[config.mk]
export PLATFORM = sky130hd
export DESIGN_NAME = phase_frame_ctrl
export DESIGN_NICKNAME = d
export VERILOG_FILES = /design/src/rtl/phase_pkg.sv /design/src/rtl/phase_shadow_bank.sv /design/src/rtl/phase_frame_ctrl.sv
export SDC_FILE = /design/constraint.sdc
export NUM_CORES = 1
export LEC_CHECK = 0
export ABC_AREA = 1
export CORE_ASPECT_RATIO = 2
export CORE_MARGIN = 2
export CORE_UTILIZATION = 56
export DETAILED_ROUTE_END_ITERATION = 8
export MAX_ROUTING_LAYER = met4
export PLACE_DENSITY_LB_ADDON = 0.2
export SLEW_MARGIN = 0
export SYNTH_ARGS = -nofsm -noshare
export SYNTH_HDL_FRONTEND = slang
export SYNTH_SLANG_ARGS = --single-unit
[constraint.sdc]
create_clock -name sys_clk -period 4.6 [get_ports sys_clk]
set_input_delay 1.38 -clock sys_clk [delete_from_list [all_inputs] [get_ports sys_clk]]
set_output_delay 1.38 -clock sys_clk [all_outputs]
set_load 0.02 [all_outputs]
[src/rtl/phase_pkg.sv]
// phase_pkg: shared types and defaults for the phase frame controller
package phase_pkg;
    typedef enum logic [1:0] {IDLE, PENDING, APPLY} state_t;
    localparam int PHASE_W_DEF = 8;
    typedef struct packed {
        logic [PHASE_W_DEF-1:0] phase;
        logic                   en;
    } chan_cfg_t;
endpackage

[src/rtl/phase_shadow_bank.sv]
// phase_shadow_bank: shadow and active phase/enable registers with write port and copy strobe
module phase_shadow_bank #(
    parameter int N       = 4,
    parameter int PHASE_W = 8,
    parameter int CH_W    = 2
) (
    input  logic                 clk,
    input  logic                 rst,
    input  logic                 wr_stb,
    input  logic [CH_W-1:0]      wr_idx,
    input  logic [PHASE_W-1:0]   wr_phase,
    input  logic                 wr_en,
    input  logic                 copy,
    output logic [N*PHASE_W-1:0] phases_out,
    output logic [N-1:0]         en_out
);
    logic [N*PHASE_W-1:0] sh_ph_q, sh_ph_d, act_ph_q, act_ph_d;
    logic [N-1:0]         sh_en_q, sh_en_d, act_en_q, act_en_d;

    always_comb begin
        sh_ph_d = sh_ph_q;
        sh_en_d = sh_en_q;
        if (wr_stb) begin
            sh_ph_d[int'(wr_idx)*PHASE_W +: PHASE_W] = wr_phase;
            sh_en_d[wr_idx] = wr_en;
        end
        act_ph_d = copy ? sh_ph_q : act_ph_q;
        act_en_d = copy ? sh_en_q : act_en_q;
    end

    always_ff @(posedge clk) begin
        if (rst) begin
            sh_ph_q  <= '0;
            sh_en_q  <= '0;
            act_ph_q <= '0;
            act_en_q <= '0;
        end else begin
            sh_ph_q  <= sh_ph_d;
            sh_en_q  <= sh_en_d;
            act_ph_q <= act_ph_d;
            act_en_q <= act_en_d;
        end
    end

    assign phases_out = act_ph_q;
    assign en_out     = act_en_q;
endmodule

[src/rtl/phase_frame_ctrl.sv]
// phase_frame_ctrl: gathers channel writes in a shadow bank and commits them atomically on a PWM period tick
module phase_frame_ctrl
    import phase_pkg::*;
#(
    parameter int NUM_CHANNELS = 4,
    parameter int PHASE_W      = PHASE_W_DEF
) (
    input  logic                            sys_clk,
    input  logic                            sys_rst,
    input  logic                            wr_valid,
    output logic                            wr_ready,
    input  logic [7:0]                      wr_channel,
    input  logic [PHASE_W-1:0]              wr_phase,
    input  logic                            wr_en,
    input  logic                            commit,
    input  logic                            period_tick,
    output logic [NUM_CHANNELS*PHASE_W-1:0] phases_out,
    output logic [NUM_CHANNELS-1:0]         en_out,
    output logic                            busy,
    output logic                            commit_done,
    output logic                            err_bad_ch,
    output logic [15:0]                     frame_cnt
);
    localparam int CH_W = NUM_CHANNELS > 1 ? $clog2(NUM_CHANNELS) : 1;

    state_t      state_q, state_d;
    logic        busy_q, busy_d, done_q, done_d, err_q, err_d;
    logic [15:0] frame_q, frame_d;
    logic        accept, in_range;

    assign wr_ready = state_q == IDLE;
    assign accept   = wr_valid && wr_ready;
    assign in_range = int'(wr_channel) < NUM_CHANNELS;

    // a tick arriving with the commit itself is ignored: only PENDING watches period_tick
    always_comb begin
        state_d = state_q == IDLE    ? (commit ? PENDING : IDLE) :
                  state_q == PENDING ? (period_tick ? APPLY : PENDING) : IDLE;
        busy_d  = state_d != IDLE;
        done_d  = state_d == APPLY;
        err_d   = accept && !in_range;
        frame_d = state_q == APPLY ? frame_q + 16'd1 : frame_q;
    end

    always_ff @(posedge sys_clk) begin
        if (sys_rst) begin
            state_q <= IDLE;
            busy_q  <= 1'b0;
            done_q  <= 1'b0;
            err_q   <= 1'b0;
            frame_q <= '0;
        end else begin
            state_q <= state_d;
            busy_q  <= busy_d;
            done_q  <= done_d;
            err_q   <= err_d;
            frame_q <= frame_d;
        end
    end

    phase_shadow_bank #(
        .N       (NUM_CHANNELS),
        .PHASE_W (PHASE_W),
        .CH_W    (CH_W)
    ) u_bank (
        .clk        (sys_clk),
        .rst        (sys_rst),
        .wr_stb     (accept && in_range),
        .wr_idx     (wr_channel[CH_W-1:0]),
        .wr_phase   (wr_phase),
        .wr_en      (wr_en),
        .copy       (state_q == APPLY),
        .phases_out (phases_out),
        .en_out     (en_out)
    );

    assign busy        = busy_q;
    assign commit_done = done_q;
    assign err_bad_ch  = err_q;
    assign frame_cnt   = frame_q;
endmodule

==> flow_metrics.env, run 1 <==
export IMPL_synth_common_cells="nand2_1, dfxtp_1, nor2_1, inv_1, nand3_1"
export IMPL_grt_pass1_vias=3614
export IMPL_hpwlAfterDp_mm=6.93
export IMPL_antenna_found_initial=0
export IMPL_clkSlewWorstSetupHoldPaths_ns=0.06
export IMPL_crit_top_cell="inv_1"
export IMPL_syn_num_nets=601
export IMPL_firstDrtPassIters=4
export IMPL_clock_latency_ns=0.34
export IMPL_viasPerCell=5.25
export IMPL_fin_setup_tns_ns=0
export IMPL_yosysWarnings=0
export IMPL_clkSinkCount=93
export IMPL_grt_max_degree=50
export IMPL_drc=0
export IMPL_slew_viol_final=0
export IMPL_ys_ff_latch=93
export IMPL_routabilityCongestion=0.954
export IMPL_critical_path_top_delay_family="simple AND/OR/NAND/NOR gates"
export IMPL_crit_required_ns=4.87
export IMPL_fin_area_sq_mm=0.00515
export IMPL_start_util=0.581
export IMPL_overflow=0
export IMPL_critPathMaxStageDelay_ns=0.46
export IMPL_synth_main_ff_cell="dfxtp_1"
export IMPL_drt_iter0_markers=203
export IMPL_ir_drop_v=0.000293
export IMPL_dieArea_sq_mm=0.00794
export IMPL_synth_cell_area_sq_mm=0.00403
export IMPL_antenna_cells=0
export IMPL_io_pins=78
export IMPL_slew_headroom=0.180
export IMPL_cellLeakagePower_nw=2.09
export IMPL_synth_edf_count=0
export IMPL_ant_nets=0
export IMPL_min_period_ns=3.28
export IMPL_cp_max_fo=16
export IMPL_areaGrowthSynthToFinish_pct=27.8
export IMPL_routed_wl_mm=9.77
export IMPL_grt_usage=0.264
export IMPL_ys_top_cells_by_area="dfxtp_1, nand2_1, nor2_1"
export IMPL_io_buffers=77
export IMPL_routedWlPerCell_um=13.4
export IMPL_post_route_period_util=0.713
export IMPL_hold_class="flip-flop to flip-flop"
export IMPL_synthArstFlopShare=0
export IMPL_cts_buffer_depth=2
export IMPL_hold_ws_ns=0.457
export IMPL_rows=43
export IMPL_cts_htree_levels=3
export IMPL_max_freq_mhz=305
export IMPL_worst_slew_pin_slew_ns=1.23
export IMPL_clock_skew_ns=0.00657
export IMPL_maxCapViolCount=0
export IMPL_die_h_um=124
export IMPL_fin_nets=663
export IMPL_path_cells="clkdlybuf4s50_1, buf_4, inv_1, ha_1, inv_1, nor2_2, nand4_1, nand3_1, nand2_1, nor2_1"
export IMPL_placed_cell_area_sq_mm=0.00481
export IMPL_synth_top_area_cell="dfxtp_1"
export IMPL_fp_coreArea_sq_mm=0.00694
export IMPL_root_buffer="clkbuf_16"
export IMPL_synth_area_per_cell_sq_um=7.06
export IMPL_cellPowerDensity_mw_per_mm2=355
export IMPL_postCtsSetupRepairBufs=0
export IMPL_crit_type="input pin to flip-flop"
export IMPL_cts_hold_buffers_added=0
export IMPL_cp_data_arrival_time_ns=3.55
export IMPL_numCtsBuffers=9
export IMPL_grt_pass1_wl_mm=15.9
export IMPL_drive_above_1_share=0.0470
export IMPL_status="completed"
export IMPL_start_kind="input pin"
export IMPL_post_cts_resized=0
export IMPL_rsz0062_at_grt="no"
export IMPL_finalHoldViolCount=0
export IMPL_finalSetupViolations=0
export IMPL_end_kind="flip-flop"
export IMPL_synth_yosys_seq_area_share=0.462
export IMPL_synth_cell_types=24
export IMPL_cts_tree="built"
export IMPL_die_x_um=64.0
export IMPL_cp_num_buf_inv=4
export IMPL_worst_path_max_delay_cell="nor2_2"
export IMPL_syn_inst=571
export IMPL_synth_most_common_cell="nand2_1"
export IMPL_synth_top_area_share=0.462
export IMPL_vias=3824
## final cells by class
| class | instances | area (sq um) |
|---|---|---|
| flip-flops and latches | 93 | 1860 |
| multi-input cells | 387 | 1800 |
| fillers | 536 | 1790 |
| repair buffers | 82 | 808 |
| clock buffers | 11 | 243 |
| inverters | 60 | 225 |
| well taps | 90 | 113 |
| clock inverters | 5 | 106 |
## layout by cell type (no fill, tap or decap), types with 2 or more instances in the layout
cell type        instances
nand2_1                123
nand3_1                 52
nor3_1                  10
inv_1                   57
o21ai_0                 40
nor2_2                   2
nand2_4                  2
a21oi_1                 42
nor2_1                  86
inv_2                    3
ha_1                     8
buf_4                    5
nor2_4                   2
o21bai_1                 2
bufinv_16                3
clkbuf_16                9
nand4_1                 12
clkdlybuf4s50_1         77
xor2_1                   2
dfxtp_1                 93
## registers in the layout (all words and copies together), names as in the netlist
signal             flops
commit_done            1
u_bank.sh_en_q         4
u_bank.phases_out     32
err_bad_ch             1
u_bank.en_out          4
frame_cnt             16
u_bank.sh_ph_q        32
state_q                2
busy                   1
## worst reg2reg max path, cell delays in order (launching register included)
cell and delay, ns:
dfxtp_1 0.36, inv_2 0.09, nand2_1 0.10, inv_2 0.09
nand2_2 0.07, nor2_4 0.44, buf_4 0.33, nand2_4 0.12
nand2_1 0.09, nand2_1 0.04, nor2_1 0.09
## through the flow
stage,setup slack [ns],power (mW),std cells,util
2_1_floorplan,1.62,0.932,571,-
3_3_place_gp,1.10,0.993,712,0.692
3_5_place_dp,1.00,0.997,712,0.692
4_1_cts,1.34,1.84,728,0.743
5_1_grt,1.11,1.89,728,0.743
6_report,1.32,1.83,728,0.743
## per-layer routing
metal  part of all wire  track usage  vias up
met3              0.043       0.0370       36
met4              0.044        0.171        0
met1               0.37        0.256     1740
met5                  0            -        -
li1                   -            -     1939
met2               0.54        0.483      109
## final timing paths
check                                        from                 end  slack, ns  cells after the start
worst max-delay path                wr_channel[0]  u_bank.sh_ph_q[22]       1.32                     10
worst min-delay path            u_bank.sh_ph_q[7]   u_bank.sh_ph_q[7]       0.46                      2
worst max register to register         state_q[0]  u_bank.sh_ph_q[30]       2.73                     10
worst min register to register  u_bank.sh_ph_q[7]   u_bank.sh_ph_q[7]       0.46                      2
## logic make-up after synthesis
family          after synthesis  synth area share
flops                        93             0.462
xor+xnor                      2           0.00434
fa+ha+maj                     8            0.0248
compound gates               86             0.109
buf+inv                      91            0.0940
simple gates                291             0.306
## where the power goes
| part | internal [mW] | switching, mW |
|---|---|---|
| logic | 0.0605 | 0.0922 |
| clock network | 0.548 | 0.304 |
| registers | 0.819 | 0.00809 |
Power figures use the tool's default switching activity.
==> inputs of run 2 (changes only) <==
Settings changed: CORE_UTILIZATION 56 to 52.
Clock period 4.6 ns to 3.3 ns, I/O delays scaled along.
==> flow_metrics.env, run 2 (same netlist as run 1, synthesis figures left out) <==
export IMPL_status="completed"
export IMPL_vias=3778
export IMPL_hpwlAfterDp_mm=7.36
export IMPL_cp_num_buf_inv=3
export IMPL_path_cells="clkdlybuf4s50_1, inv_1, ha_1, inv_1, nor2_2, nand4_1, nand3_1, nand2_1, nor2_1"
export IMPL_slew_headroom=0.599
export IMPL_layout_commonest_cell="nand2_1"
export IMPL_cts_hold_buffers_added=0
export IMPL_worst_path_max_delay_cell="clkdlybuf4s50_1"
export IMPL_grt_pass1_wl_mm=16.5
export IMPL_start_kind="input pin"
export IMPL_critical_path_top_delay_family="simple AND/OR/NAND/NOR gates"
export IMPL_clkSinkCount=93
export IMPL_postCtsSetupRepairBufs=0
export IMPL_path_depth=9
export IMPL_clockPowerShare=0.426
export IMPL_grt_max_degree=50
export IMPL_rsz0062_at_grt="no"
export IMPL_post_route_period_util=0.859
export IMPL_drive_above_1_share=0.0514
export IMPL_drc=0
export IMPL_drt_iter0_markers=158
export IMPL_io_buffers=77
export IMPL_slew_viol_final=0
export IMPL_routabilityCongestion=0.866
export IMPL_io_pins=78
export IMPL_worst_slew_pin_slew_ns=0.601
export IMPL_pwr_share_comb=0.090
export IMPL_fp_coreArea_sq_mm=0.00754
export IMPL_min_period_ns=2.83
export IMPL_cellLeakagePower_nw=2.08
export IMPL_cts_tree="built"
export IMPL_antenna_found_initial=0
export IMPL_viasPerCell=5.13
export IMPL_maxCapViolCount=0
export IMPL_clkSlewWorstSetupHoldPaths_ns=0.06
export IMPL_cp_data_arrival_time_ns=3.10
export IMPL_placed_cell_area_sq_mm=0.00484
export IMPL_rr_worst_depth=8
export IMPL_p_switching_uw=550
export IMPL_dieArea_sq_mm=0.00852
export IMPL_crit_type="input pin to flip-flop"
export IMPL_preCtsSetupSlack_ns=0.117
export IMPL_seq_area_sq_mm=0.00186
export IMPL_switching_share=0.231
export IMPL_critPathMaxStageDelay_ns=0.54
export IMPL_ant_nets=0
export IMPL_finalHoldViolCount=0
export IMPL_root_buffer="clkbuf_16"
export IMPL_design_power_total_mw=2.38
export IMPL_p_seq_frac=0.484
export IMPL_fill_cells=687
export IMPL_end_kind="flip-flop"
export IMPL_antenna_cells=0
export IMPL_crit_required_ns=3.57
export IMPL_crit_top_cell="inv_1"
export IMPL_rows=45
export IMPL_final_cell_mix="nand2_1, dfxtp_1, nor2_1, clkdlybuf4s50_1, inv_1"
export IMPL_die_x_um=66.3
export IMPL_areaGrowthSynthToFinish_pct=27.3
export IMPL_setup_ws_ns=0.467
export IMPL_fin_setup_tns_ns=0
export IMPL_hold_class="flip-flop to flip-flop"
export IMPL_start_util=0.535
export IMPL_cellPowerDensity_mw_per_mm2=464
export IMPL_clock_latency_ns=0.33
export IMPL_max_freq_mhz=353
export IMPL_routed_wl_mm=10.1
export IMPL_grt_usage=0.260
export IMPL_die_h_um=129
export IMPL_min_path_cells=2
export IMPL_post_cts_resized=0
export IMPL_overflow=0
export IMPL_grt_pass1_vias=3608
export IMPL_routedWlPerCell_um=13.7
export IMPL_cts_buffer_depth=2
export IMPL_multi_input_area_sq_mm=0.00180
export IMPL_numCtsBuffers=9
export IMPL_cts_htree_levels=3
export IMPL_cp_max_fo=16
export IMPL_finalSetupViolations=0
export IMPL_internal_power_mw=1.83
export IMPL_firstDrtPassIters=4
export IMPL_fin_nets=667
export IMPL_fin_area_sq_mm=0.00513
export IMPL_clock_skew_ns=0.00487
export IMPL_ir_drop_v=0.000328
==> run 2: cell count changes in the layout (fill, tap and decap cells not counted) <==
cell,previous run,this run
buf_4,5,9
bufinv_16,3,1
clkinv_2,0,2
clkbuf_1,1,2
inv_6,1,0
==> run 2: final timing paths <==
path	startpoint	end	slack, ns
max	wr_channel[1]	u_bank.sh_ph_q[22]	0.47
min	u_bank.sh_ph_q[22]	u_bank.phases_out[22]	0.46
max reg2reg	state_q[0]	frame_cnt[13]	1.59
min reg2reg	u_bank.sh_ph_q[22]	u_bank.phases_out[22]	0.46
==> run 2: metal layers <==
metal  up-vias  global-route usage  share of wire
li1       1947                   -              -
met1      1722               0.260           0.37
met2        91               0.476           0.57
met3        18              0.0446          0.035
met4         0               0.116          0.028
met5         -                   -              0
==> run 2: power by group through the flow <==
| stage | clock network (mW) | logic (mW) | registers (mW) |
|---|---|---|---|
| after floorplan | 0 | 0.100 | 1.20 |
| after global placement | 0 | 0.212 | 1.18 |
| after global routing | 1.07 | 0.236 | 1.15 |
| after detailed placement | 0 | 0.215 | 1.18 |
| after CTS | 1.03 | 0.216 | 1.15 |
| final | 1.02 | 0.214 | 1.15 |
==> run 2: area by class of cell <==
cell class,count,share of cell area
inverter,60,0.0439
multi-input combinational,387,0.350
tap,94,0.0229
sequential,93,0.363
clock buffer,12,0.0480
timing repair buffer,86,0.163
clock inverter,4,0.00926
==> run 2: metrics by stage <==
step	instances	util	hold WS, ns
final	736	0.681	0.459
after global routing	736	0.681	0.475
after CTS	736	0.681	0.458
after detailed placement	720	0.642	0.447
after global placement	720	0.642	0.442
after floorplan	571	-	0.429
==> run 2: tightest hold or removal path: cells and delay by family, from the launching register on <==
family                 cells  cell delay, ns
AO/OA/AOI/OAI              1            0.06
flip-flops                 1            0.30
buffers and inverters      1            0.06
==> inputs of run 3 (changes only) <==
Settings changed: PLACE_DENSITY set to 0.8, PLACE_DENSITY_LB_ADDON 0.2 to not set.
==> flow_metrics.env, run 3 (same netlist as run 1, synthesis figures left out) <==
export IMPL_status="completed"
export IMPL_areaGrowthSynthToFinish_pct=27.6
export IMPL_placed_cell_area_sq_mm=0.00485
export IMPL_routabilityCongestion=0.896
export IMPL_io_buffers=77
export IMPL_dieArea_sq_mm=0.00852
export IMPL_io_pins=78
export IMPL_fin_nets=666
export IMPL_crit_required_ns=3.57
export IMPL_clock_latency_ns=0.34
export IMPL_wl_met3_um=441
export IMPL_clkSinkCount=93
export IMPL_min_delay_worst_endpoint="u_bank.phases_out[18]"
export IMPL_start_util=0.535
export IMPL_cellPowerDensity_mw_per_mm2=466
export IMPL_drc=0
export IMPL_die_h_um=129
export IMPL_final_cell_mix="nand2_1, dfxtp_1, nor2_1, clkdlybuf4s50_1, inv_1"
export IMPL_r2r_setup_slack_ns=1.56
export IMPL_die_x_um=66.3
export IMPL_cts_hold_buffers_added=0
export IMPL_worst_slew_pin_slew_ns=0.750
export IMPL_grt_usage=0.248
export IMPL_crit_top_cell="inv_1"
export IMPL_hold_class="flip-flop to flip-flop"
export IMPL_crit_type="input pin to flip-flop"
export IMPL_ir_drop_v=0.000346
export IMPL_rsz0062_at_grt="no"
export IMPL_fill_cells=642
export IMPL_root_buffer="clkbuf_16"
export IMPL_clkSlewWorstSetupHoldPaths_ns=0.06
export IMPL_worstReg2RegEnd="u_bank.phases_out[15]"
export IMPL_max_freq_mhz=346
export IMPL_maxCapViolCount=0
export IMPL_finalHoldViolCount=0
export IMPL_clock_skew_ns=0.00671
export IMPL_critPathMaxStageDelay_ns=0.54
export IMPL_slew_headroom=0.499
export IMPL_numCtsBuffers=9
export IMPL_hp_start="u_bank.sh_ph_q[18]"
export IMPL_post_cts_resized=0
export IMPL_grt_pass1_vias=3634
export IMPL_cellLeakagePower_nw=2.08
export IMPL_worst_path_max_delay_cell="clkdlybuf4s50_1"
export IMPL_top_layer="met4"
export IMPL_cp_max_fo=16
export IMPL_grt_max_degree=45
export IMPL_routedWlPerCell_um=13.1
export IMPL_vias=3770
export IMPL_end_kind="flip-flop"
export IMPL_grt_pass1_wl_mm=15.9
export IMPL_firstDrtPassIters=4
export IMPL_post_route_period_util=0.875
export IMPL_postCtsSetupRepairBufs=0
export IMPL_hpwlAfterDp_mm=6.98
export IMPL_min_path_cells=2
export IMPL_rr_worst_depth=5
export IMPL_slew_viol_final=0
export IMPL_cts_buffer_depth=2
export IMPL_viasPerCell=5.14
export IMPL_met1Wirelength_mm=3.64
export IMPL_fin_area_sq_mm=0.00515
export IMPL_antenna_found_initial=0
export IMPL_cts_tree="built"
export IMPL_finalSetupViolations=0
export IMPL_min_period_ns=2.89
export IMPL_start_kind="input pin"
export IMPL_path_cells="clkdlybuf4s50_1, inv_1, ha_1, inv_1, nor2_2, nand4_1, nand3_1, nand2_1, nor2_1"
export IMPL_cts_htree_levels=3
export IMPL_rows=45
export IMPL_fp_coreArea_sq_mm=0.00754
export IMPL_wl_met2_mm=5.19
export IMPL_cp_data_arrival_time_ns=3.15
export IMPL_antenna_cells=0
export IMPL_drive_above_1_share=0.0500
export IMPL_drt_iter0_markers=227
export IMPL_overflow=0
export IMPL_r2r_start="state_q[1]"
export IMPL_ant_nets=0
export IMPL_fin_setup_tns_ns=0
export IMPL_layout_commonest_cell="nand2_1"
export IMPL_routed_wl_mm=9.62
run 3: worst max path at each step:
stage                  start                 end  cells after the start
5_1_grt        wr_channel[1]  u_bank.sh_ph_q[16]                      9
4_1_cts        wr_channel[1]  u_bank.sh_ph_q[16]                      9
3_5_place_dp   wr_channel[1]  u_bank.sh_ph_q[16]                      9
6_report       wr_channel[1]  u_bank.sh_ph_q[16]                      9
3_3_place_gp   wr_channel[1]  u_bank.sh_ph_q[17]                      9
2_1_floorplan  wr_channel[0]  u_bank.sh_ph_q[22]                     12
run 3: final cells by class:
| class | count | area, sq um | share of cell area |
|---|---|---|---|
| flip-flops and latches | 93 | 1860 | 0.362 |
| multi-input cells | 387 | 1800 | 0.349 |
| repair buffers | 85 | 843 | 0.164 |
| clock buffers | 12 | 256 | 0.0498 |
| inverters | 60 | 225 | 0.0438 |
| well taps | 94 | 118 | 0.0228 |
| clock inverters | 3 | 45.0 | 0.00875 |
run 3: layer usage:
metal,GRT usage,vias to the layer above
met2,0.435,109
met5,-,-
met1,0.251,1692
met3,0.0490,26
met4,0.134,0
li1,-,1943
run 3: per-stage QoR:
| stage | setup slack [ns] | power [mW] | cells | utilization | hold slack [ns] |
|---|---|---|---|---|---|
| global placement | 0.257 | 1.39 | 719 | 0.642 | 0.441 |
| global route | 0.196 | 2.48 | 734 | 0.682 | 0.476 |
| finish | 0.414 | 2.40 | 734 | 0.682 | 0.462 |
| floorplan | 0.711 | 1.30 | 571 | - | 0.429 |
| detailed placement | 0.111 | 1.39 | 719 | 0.642 | 0.450 |
| CTS | 0.448 | 2.42 | 734 | 0.682 | 0.460 |
run 3: where the power goes:
part | switching (mW) | total, mW | internal [mW]
Sequential | 0.0108 | 1.15 | 1.14
Combinational | 0.128 | 0.215 | 0.0870
Clock | 0.407 | 1.03 | 0.624
Total | 0.547 | 2.40 | 1.85
run 3: worst max-delay path: cells and delay by family:
| family | cells | cell delay, ns |
|---|---|---|
| buf+inv | 3 | 0.76 |
| simple gates | 5 | 0.96 |
| fa+ha+maj | 1 | 0.45 |
